### config.mk
export PLATFORM = sky130hd
export DESIGN_NAME = mc_controller_flat
export DESIGN_NICKNAME = d
export VERILOG_FILES = /design/src/rtl/mc_controller_if.sv /design/src/rtl/mc_controller.sv /design/src/flat_wrapper.sv
export SDC_FILE = /design/constraint.sdc
export NUM_CORES = 1
export LEC_CHECK = 0
export BUFFER_PORTS_ARGS = -buffer_cell sky130_fd_sc_hd__buf_2
export CORE_ASPECT_RATIO = 0.8
export CORE_UTILIZATION = 30
export CTS_CLUSTER_SIZE = 24
export DETAILED_ROUTE_END_ITERATION = 10
export MAX_ROUTING_LAYER = met4
export PLACE_DENSITY_LB_ADDON = 0.15
export SYNTH_ARGS = -nofsm -noshare
export SYNTH_HDL_FRONTEND = slang
export SYNTH_SLANG_ARGS = --single-unit
### constraint.sdc
create_clock -name clk -period 1.4 [get_ports clk]
set_input_delay 0.21 -clock clk [delete_from_list [all_inputs] [get_ports clk]]
set_output_delay 0.21 -clock clk [all_outputs]
set_load 0.02 [all_outputs]
### src/rtl/mc_controller_if.sv
// Memory request/ready handshake between the multicycle controller (master)
// and the memory port (slave).
interface mc_controller_if;
    logic mem_req;
    logic mem_we;
    logic addr_sel;
    logic mem_ready;

    modport master (output mem_req, output mem_we, output addr_sel, input mem_ready);
    modport slave  (input mem_req, input mem_we, input addr_sel, output mem_ready);
endinterface

### src/rtl/mc_controller.sv
// Multicycle RV32I control FSM: fetch/decode/execute/memory/writeback sequencing.
// Optional retired-instruction counter enabled by defining MC_CTRL_INSTRET_EN.
module mc_controller (
    input  logic                   clk,
    input  logic                   n_reset,
    mc_controller_if.master        mem,
    input  logic [6:0]             opcode,
    input  logic [2:0]             funct3,
    input  logic                   funct7b5,
    input  logic                   alu_zero,
    output logic                   ir_we,
    output logic                   pc_we,
    output logic                   pc_src,
    output logic                   rf_we,
    output logic [1:0]             result_sel,
    output logic [1:0]             alu_src_a,
    output logic [1:0]             alu_src_b,
    output logic [3:0]             alu_op,
    output logic [3:0]             state,
    output logic                   illegal,
    output logic [31:0]            instret
);

    typedef enum logic [3:0] {
        S_FETCH  = 4'd0,  S_DECODE = 4'd1,  S_MEMADR = 4'd2,  S_MEMRD = 4'd3,
        S_MEMWB  = 4'd4,  S_MEMWR  = 4'd5,  S_EXEC_R = 4'd6,  S_EXEC_I = 4'd7,
        S_ALUWB  = 4'd8,  S_BRANCH = 4'd9,  S_JAL    = 4'd10, S_TRAP   = 4'd11
    } state_t;

    localparam logic [6:0] OP_LOAD   = 7'b0000011;
    localparam logic [6:0] OP_STORE  = 7'b0100011;
    localparam logic [6:0] OP_R      = 7'b0110011;
    localparam logic [6:0] OP_I      = 7'b0010011;
    localparam logic [6:0] OP_BRANCH = 7'b1100011;
    localparam logic [6:0] OP_JAL    = 7'b1101111;

    localparam logic [3:0] ALU_ADD = 4'd0, ALU_SUB = 4'd1, ALU_AND = 4'd2, ALU_OR  = 4'd3;
    localparam logic [3:0] ALU_XOR = 4'd4, ALU_SLT = 4'd5, ALU_SLL = 4'd6, ALU_SRL = 4'd7;
    localparam logic [3:0] ALU_SRA = 4'd8, ALU_SLTU = 4'd9;

    // funct7b5 selects sub only for R-type; it selects sra for both R and I shifts
    function automatic logic [3:0] alu_decode(input logic [2:0] f3, input logic f7b5, input logic is_r);
        logic [3:0] op;
        case (f3)
            3'b000:  op = (is_r && f7b5) ? ALU_SUB : ALU_ADD;
            3'b001:  op = ALU_SLL;
            3'b010:  op = ALU_SLT;
            3'b011:  op = ALU_SLTU;
            3'b100:  op = ALU_XOR;
            3'b101:  op = f7b5 ? ALU_SRA : ALU_SRL;
            3'b110:  op = ALU_OR;
            3'b111:  op = ALU_AND;
            default: op = ALU_ADD;
        endcase
        return op;
    endfunction

    state_t      state_r;
    state_t      state_nxt_s;
    logic        mem_req_s, mem_we_s, addr_sel_s, ir_we_s, pc_we_s, pc_src_s, rf_we_s, illegal_s;
    logic [1:0]  result_sel_s, alu_src_a_s, alu_src_b_s;
    logic [3:0]  alu_op_s;

    // State register with synchronous active-low reset
    always_ff @(posedge clk) begin
        if (!n_reset) begin
            state_r <= S_FETCH;
        end else begin
            state_r <= state_nxt_s;
        end
    end

    // Next-state and output decode
    always_comb begin
        state_nxt_s  = state_r;
        mem_req_s    = 1'b0;
        mem_we_s     = 1'b0;
        addr_sel_s   = 1'b0;
        ir_we_s      = 1'b0;
        pc_we_s      = 1'b0;
        pc_src_s     = 1'b0;
        rf_we_s      = 1'b0;
        illegal_s    = 1'b0;
        result_sel_s = 2'b00;
        alu_src_a_s  = 2'b00;
        alu_src_b_s  = 2'b00;
        alu_op_s     = ALU_ADD;
        if (!n_reset) begin
            // FETCH datapath settings with every strobe held off
            state_nxt_s = S_FETCH;
            alu_src_b_s = 2'b10;
        end else begin
            case (state_r)
                S_FETCH: begin
                    mem_req_s   = 1'b1;
                    alu_src_b_s = 2'b10;
                    ir_we_s     = mem.mem_ready;
                    pc_we_s     = mem.mem_ready;
                    state_nxt_s = mem.mem_ready ? S_DECODE : S_FETCH;
                end
                S_DECODE: begin
                    alu_src_a_s = 2'b01;
                    alu_src_b_s = 2'b01;
                    case (opcode)
                        OP_LOAD, OP_STORE: state_nxt_s = S_MEMADR;
                        OP_R:              state_nxt_s = S_EXEC_R;
                        OP_I:              state_nxt_s = S_EXEC_I;
                        OP_BRANCH:         state_nxt_s = S_BRANCH;
                        OP_JAL:            state_nxt_s = S_JAL;
                        default:           state_nxt_s = S_TRAP;
                    endcase
                end
                S_MEMADR: begin
                    alu_src_a_s = 2'b10;
                    alu_src_b_s = 2'b01;
                    state_nxt_s = (opcode == OP_LOAD) ? S_MEMRD : S_MEMWR;
                end
                S_MEMRD: begin
                    mem_req_s   = 1'b1;
                    addr_sel_s  = 1'b1;
                    state_nxt_s = mem.mem_ready ? S_MEMWB : S_MEMRD;
                end
                S_MEMWB: begin
                    rf_we_s      = 1'b1;
                    result_sel_s = 2'b01;
                    state_nxt_s  = S_FETCH;
                end
                S_MEMWR: begin
                    mem_req_s   = 1'b1;
                    mem_we_s    = 1'b1;
                    addr_sel_s  = 1'b1;
                    state_nxt_s = mem.mem_ready ? S_FETCH : S_MEMWR;
                end
                S_EXEC_R, S_EXEC_I: begin
                    alu_src_a_s = 2'b10;
                    alu_src_b_s = (state_r == S_EXEC_R) ? 2'b00 : 2'b01;
                    alu_op_s    = alu_decode(funct3, funct7b5, state_r == S_EXEC_R);
                    state_nxt_s = S_ALUWB;
                end
                S_ALUWB: begin
                    rf_we_s     = 1'b1;
                    state_nxt_s = S_FETCH;
                end
                S_BRANCH: begin
                    alu_src_a_s = 2'b10;
                    alu_op_s    = ALU_SUB;
                    pc_src_s    = 1'b1;
                    pc_we_s     = ((funct3 == 3'b000) && alu_zero) || ((funct3 == 3'b001) && !alu_zero);
                    state_nxt_s = S_FETCH;
                end
                S_JAL: begin
                    alu_src_a_s  = 2'b01;
                    alu_src_b_s  = 2'b10;
                    rf_we_s      = 1'b1;
                    result_sel_s = 2'b10;
                    pc_we_s      = 1'b1;
                    pc_src_s     = 1'b1;
                    state_nxt_s  = S_FETCH;
                end
                S_TRAP: begin
                    illegal_s   = 1'b1;
                    state_nxt_s = S_TRAP;
                end
                default: begin
                    state_nxt_s = S_TRAP;
                end
            endcase
        end
    end

    assign mem.mem_req  = mem_req_s;
    assign mem.mem_we   = mem_we_s;
    assign mem.addr_sel = addr_sel_s;
    assign ir_we        = ir_we_s;
    assign pc_we        = pc_we_s;
    assign pc_src       = pc_src_s;
    assign rf_we        = rf_we_s;
    assign result_sel   = result_sel_s;
    assign alu_src_a    = alu_src_a_s;
    assign alu_src_b    = alu_src_b_s;
    assign alu_op       = alu_op_s;
    assign illegal      = illegal_s;
    assign state        = state_r;

`ifdef MC_CTRL_INSTRET_EN
    logic [31:0] instret_r;
    logic        retire_s;

    // An instruction retires on the cycle it hands control back to FETCH
    always_comb begin
        retire_s = 1'b0;
        if (!n_reset) begin
            retire_s = 1'b0;
        end else begin
            case (state_r)
                S_MEMWB, S_ALUWB, S_BRANCH, S_JAL: retire_s = 1'b1;
                S_MEMWR:                           retire_s = mem.mem_ready;
                default:                           retire_s = 1'b0;
            endcase
        end
    end

    // Retired-instruction counter, wraps naturally at 2^32
    always_ff @(posedge clk) begin
        if (!n_reset) begin
            instret_r <= 32'h0;
        end else if (retire_s) begin
            instret_r <= instret_r + 32'd1;
        end else begin
            instret_r <= instret_r;
        end
    end

    assign instret = instret_r;
`else
    assign instret = 32'h0;
`endif

endmodule

### src/flat_wrapper.sv
// flat-port wrapper written by rule: the top's interface ports become plain ports
module mc_controller_flat 
  (clk, n_reset, opcode, funct3, funct7b5, alu_zero, ir_we, pc_we, pc_src, rf_we, result_sel, alu_src_a, alu_src_b, alu_op, state, illegal, instret, mem_mem_req, mem_mem_we, mem_addr_sel, mem_mem_ready);
  mc_controller_if mem_i ();
  input  logic clk;
  input  logic n_reset;
  input  logic [6:0] opcode;
  input  logic [2:0] funct3;
  input  logic funct7b5;
  input  logic alu_zero;
  output logic ir_we;
  output logic pc_we;
  output logic pc_src;
  output logic rf_we;
  output logic [1:0] result_sel;
  output logic [1:0] alu_src_a;
  output logic [1:0] alu_src_b;
  output logic [3:0] alu_op;
  output logic [3:0] state;
  output logic illegal;
  output logic [31:0] instret;
  output wire logic [$bits(mem_i.mem_req)-1:0] mem_mem_req;
  output wire logic [$bits(mem_i.mem_we)-1:0] mem_mem_we;
  output wire logic [$bits(mem_i.addr_sel)-1:0] mem_addr_sel;
  input wire logic [$bits(mem_i.mem_ready)-1:0] mem_mem_ready;
  assign mem_mem_req = mem_i.mem_req;
  assign mem_mem_we = mem_i.mem_we;
  assign mem_addr_sel = mem_i.addr_sel;
  assign mem_i.mem_ready = mem_mem_ready;
  mc_controller u_core (.clk(clk), .n_reset(n_reset), .mem(mem_i), .opcode(opcode), .funct3(funct3), .funct7b5(funct7b5), .alu_zero(alu_zero), .ir_we(ir_we), .pc_we(pc_we), .pc_src(pc_src), .rf_we(rf_we), .result_sel(result_sel), .alu_src_a(alu_src_a), .alu_src_b(alu_src_b), .alu_op(alu_op), .state(state), .illegal(illegal), .instret(instret));
endmodule
# Yosys cells after proc, flatten, opt, wreduce, memory -nomap -nowiden
# Index checks and enable logic that the tools add are counted.
# classes
eq_ne,24
muxes,34
n_reduce_logical,18
# op_table
op,count
$pmux 4 s8,1
$pmux 4 s7,1
$pmux 4 s5,1
$mux 1,18
$eq 4x3->1 const B,4
$eq 4x4->1 const B,4
$eq 7x6->1 const B,2
$eq 7x7->1 const B,2
$reduce_or 2->1,7
$eq 3x3->1 const B,4
$mux 3,3
$eq 4x2->1 const B,2
$mux 4,2
$pmux 2 s2,2
$pmux 4 s2,1
$reduce_or 4->1,2
$eq 7x2->1 const B,1
$eq 7x5->1 const B,1
$eq 3x2->1 const B,2
$mux 2,3
$pmux 2 s3,1
$reduce_or 3->1,2
$eq 4x1->1 const B,1
$logic_not 4->1,1
6 further kinds,8
# word_totals
wordCells,77
out_inout_bits,54
register_bits,4
in_bits,15

# Logic depth before layout (Yosys ltp)
# logic_depth
depth_word,6
mapped_depth,5
depth_no_buf,4

# Least setup slack after synthesis
# No wires, ideal clock.
# synth_path
path_type,reg2out
start,reg u_core.state_r[1] (netlist: u_core.state[1])
end,out alu_op[2]
stages_incl_launch_ff,5
t_required_ns,1.190
arrival_ns,2.046
slack_ns,-0.856
cell_sequence,dfxtp_1 -> buf_2 -> buf_2 -> nand3_1 -> a2111oi_0
# synth_between
elab_chain_cells,4
word_cells_on_any_way,6
# synth_lines
element,line,text
"start, declared",mc_controller.sv:58,state_t state_r;
"start signal, assigned",mc_controller.sv:69,state_r <= state_nxt_s;
$eq 4x3->1,mc_controller.sv:93,case (state_r)
$reduce_or 2->1,mc_controller.sv:93,
$pmux 4 s2 (*),mc_controller.sv:93,
$mux 4 (*),mc_controller.sv:88,if (!n_reset) begin
"end, declared",flat_wrapper.sv:18,output logic [3:0] alu_op;
# Every way passes the cells marked *; elsewhere a longest branch is shown, timed or not.

# Worst setup path in the final report
# layout_path
start,reg u_core.state_r[3] (netlist: u_core.state[3])
end,out ir_we
# layout_between
elab_chain_cells,3
# layout_lines
element,line,text
$logic_not 4->1,mc_controller.sv:93,
$mux 1,mc_controller.sv:93,
$mux 1,mc_controller.sv:88,
"end, declared",flat_wrapper.sv:11,output logic ir_we;
# Every way passes these cells.

==> impl_metrics.tcl <==
set metrics [dict create \
    grt.total_usage_pct 19.7 \
    p_per_area_mw_per_mm2 1520 \
    final.fill_count 265 \
    multi_input_area_um2 930 \
    grt-ovfl-total 0 \
    wire_per_inst_um 13.0 \
    leakage_nw 0.768 \
    clkTransAtPathRegs_ns 0.04 \
    crit_required_ns 1.19 \
    tritoncts "built" \
    clock_power_share_pct 10.1 \
    synthArstFlopShare_pct 0 \
    period_minus_slack_ns 1.57 \
    synth_top_area_share_pct 25.6 \
    yosys_warnings 0 \
    drv_cap 0 \
    first_pass_iters 4 \
    port_buffers 36 \
    crit_top_cell "buf_6" \
    first_global_vias 1009 \
    whs_ns 0.359 \
    power.internal_mw 1.29 \
    grt_max_degree 15 \
    cp-end-kind "output port" \
    p_comb_share_pct 79.6 \
    finClkSkew_ns 0.000541 \
    synth_seq_cells 4 \
    drc 0 \
    critPathKind "reg -> out" \
    synthCells 146 \
    synth.distinct_cells 40 \
    vias_per_cell 4.82 \
    worstHoldPathType "in -> reg" \
    clock-root-buffer "clkbuf_8" \
    die-area_mm2 0.00336 \
    fp.dieH_um 52.0 \
    final_layout_size_suffix_gt1_share_pct 54.8 \
    initial_utilization_pct 32.7 \
    vias 1186 \
    ff2ff_setup_slack_ns 0.05 \
    antenna_found_initial 0 \
    setup_slack_ns -0.173 \
    ios 69 \
    diodes 0 \
    max_freq_ghz 0.636 \
    gp_congestion 0.867 \
    crit_family "simple AND/OR/NAND/NOR gates" \
    cp_cell_sequence "buf_6 -> or3_4 -> nor3_4 -> buf_6" \
    fp-row-count 17 \
    status "complete, but fails checks" \
    largest_reg_flops 4 \
    totalWireLength_um 3200 \
    synth-seq-area-share_pct 8.53 \
    synth_edf_count 0 \
    cts_buffers 3 \
    setup_viol 18 \
    crit_buf_inv 2 \
    grt_pass1_wl_um 4870 \
    antenna_left 0 \
    clk_latency_ns 0.22 \
    slowest_delay_ns 0.38 \
    fp.dieW_um 64.5 \
    pre_cts_ws_ns -0.00281 \
    final_cell_count_no_fill 246 \
    cpMaxStageDelayCell "dfxtp_4" \
    synth.most_common_cell "buf_4" \
    hpwl_um 2280 \
    syn_avg_cell_area_um2 6.43 \
    synth_area_um2 938 \
    synth_ff_type "dfxtp_1" \
    rsz0062_at_grt "true" \
    h-tree-depth 1 \
    hold_viol 0 \
    syn_to_final_growth_pct 76.8 \
    drtIter0Drc 31 \
    final_nets 225 \
    core_area_mm2 0.00287 \
    regArea_um2 92.6 \
    clockBufferDepth 2 \
    yosysTopAreaCell "buf_4" \
    pwr-share-seq_pct 10.3 \
    cts_sinks 4 \
    p_total_mw 2.51 \
    critPathMaxFanout 6 \
    synthTopCellsByArea "buf_4, dfxtp_1, nor2_1" \
    violations "negative setup slack" \
    start_kind "flip-flop" \
    synth_commonest_cells "buf_4, nor2_1, nand2_1, a21oi_1, nor3_1" \
    p_switching_mw 1.22 \
    dp_cells 236 \
    dpl-instance-area_mm2 0.00134 \
    finalMaxSlewViolations 0 \
    irDropWorstVdd_v 0.000746 \
    postLayoutCellArea_mm2 0.00166 \
    finalCritPeriodShare_pct 112 \
    arrival_ns 1.36 \
    power_switching_share_pct 48.5 \
]
==> worst register-to-register path, cell delays in order (launching register included) <==
cell	delay, ns
dfxtp_4	0.38
buf_6	0.14
buf_4	0.14
nor3_2	0.18
buf_4	0.14
a32oi_1	0.04
a31oi_1	0.24
==> cell families after synthesis <==
family | Yosys count | synth area share (%)
buffers and inverters | 46 | 31.7
AO/OA/AOI/OAI | 32 | 23.5
flip-flops | 4 | 8.53
AND/OR/NAND/NOR | 61 | 34.0
other | 1 | 0.400
XOR/XNOR | 2 | 1.87
==> metrics by stage <==
stage / util (%) / TNS [ns]
after floorplan: - / -0.250
after global routing: 57.8 / -2.81
after CTS: 53.2 / -1.85
after global placement: 46.8 / -0.00797
final: 57.8 / -1.89
after detailed placement: 46.8 / -0.00499
==> per-layer routing <==
layer | share of wire [%] | GRT usage [%] | up-vias | wire [um]
li1 | - | - | 572 | -
met1 | 46 | 25.6 | 553 | 1480
met2 | 47 | 31.4 | 55 | 1510
met3 | 5.0 | 2.85 | 6 | 159
met4 | 1.4 | 6.67 | 0 | 44
met5 | 0 | - | - | 0
==> repair_timing <==
item	CTS	global route
hold buffers	0	0
gates resized for setup	33	26
pin swaps	7	9
setup endpoints to repair	18	20
setup buffers	4	3
==> final cells by class <==
| type | count | area share (%) |
|---|---|---|
| clock buffers | 3 | 2.49 |
| inverters | 4 | 0.905 |
| multi-input cells | 127 | 56.0 |
| flip-flops and latches | 4 | 5.58 |
| well taps | 38 | 2.87 |
| repair buffers | 70 | 32.1 |
==> layout by cell type (no fill, tap or decap), types with 4 or more instances in the layout <==
cell and instances:
nor2_4 5, buf_4 33, nor3_1 4, nand2_1 10
conb_1 32, nor2_2 4, buf_2 23, nor2_1 8
buf_6 12, a21oi_1 6
==> power groups by stage <==
| stage | combinational, mW | clock [mW] | sequential [mW] |
|---|---|---|---|
| 2_1_floorplan | 1.01 | 0 | 0.258 |
| 3_3_place_gp | 1.52 | 0 | 0.232 |
| 3_5_place_dp | 1.53 | 0 | 0.235 |
| 4_1_cts | 1.77 | 0.251 | 0.248 |
| 5_1_grt | 2.14 | 0.264 | 0.262 |
| 6_report | 2.00 | 0.254 | 0.258 |
==> final timing paths <==
check / startpoint / cells past startpoint / endpoint
worst max-delay path: u_core.state[3] / 4 / ir_we
worst min-delay path: opcode[4] / 3 / u_core.state[2]
worst max register to register: u_core.state[3] / 6 / u_core.state[2]
worst min register to register: u_core.state[0] / 2 / u_core.state[3]
(Power assumes the default switching activity.)
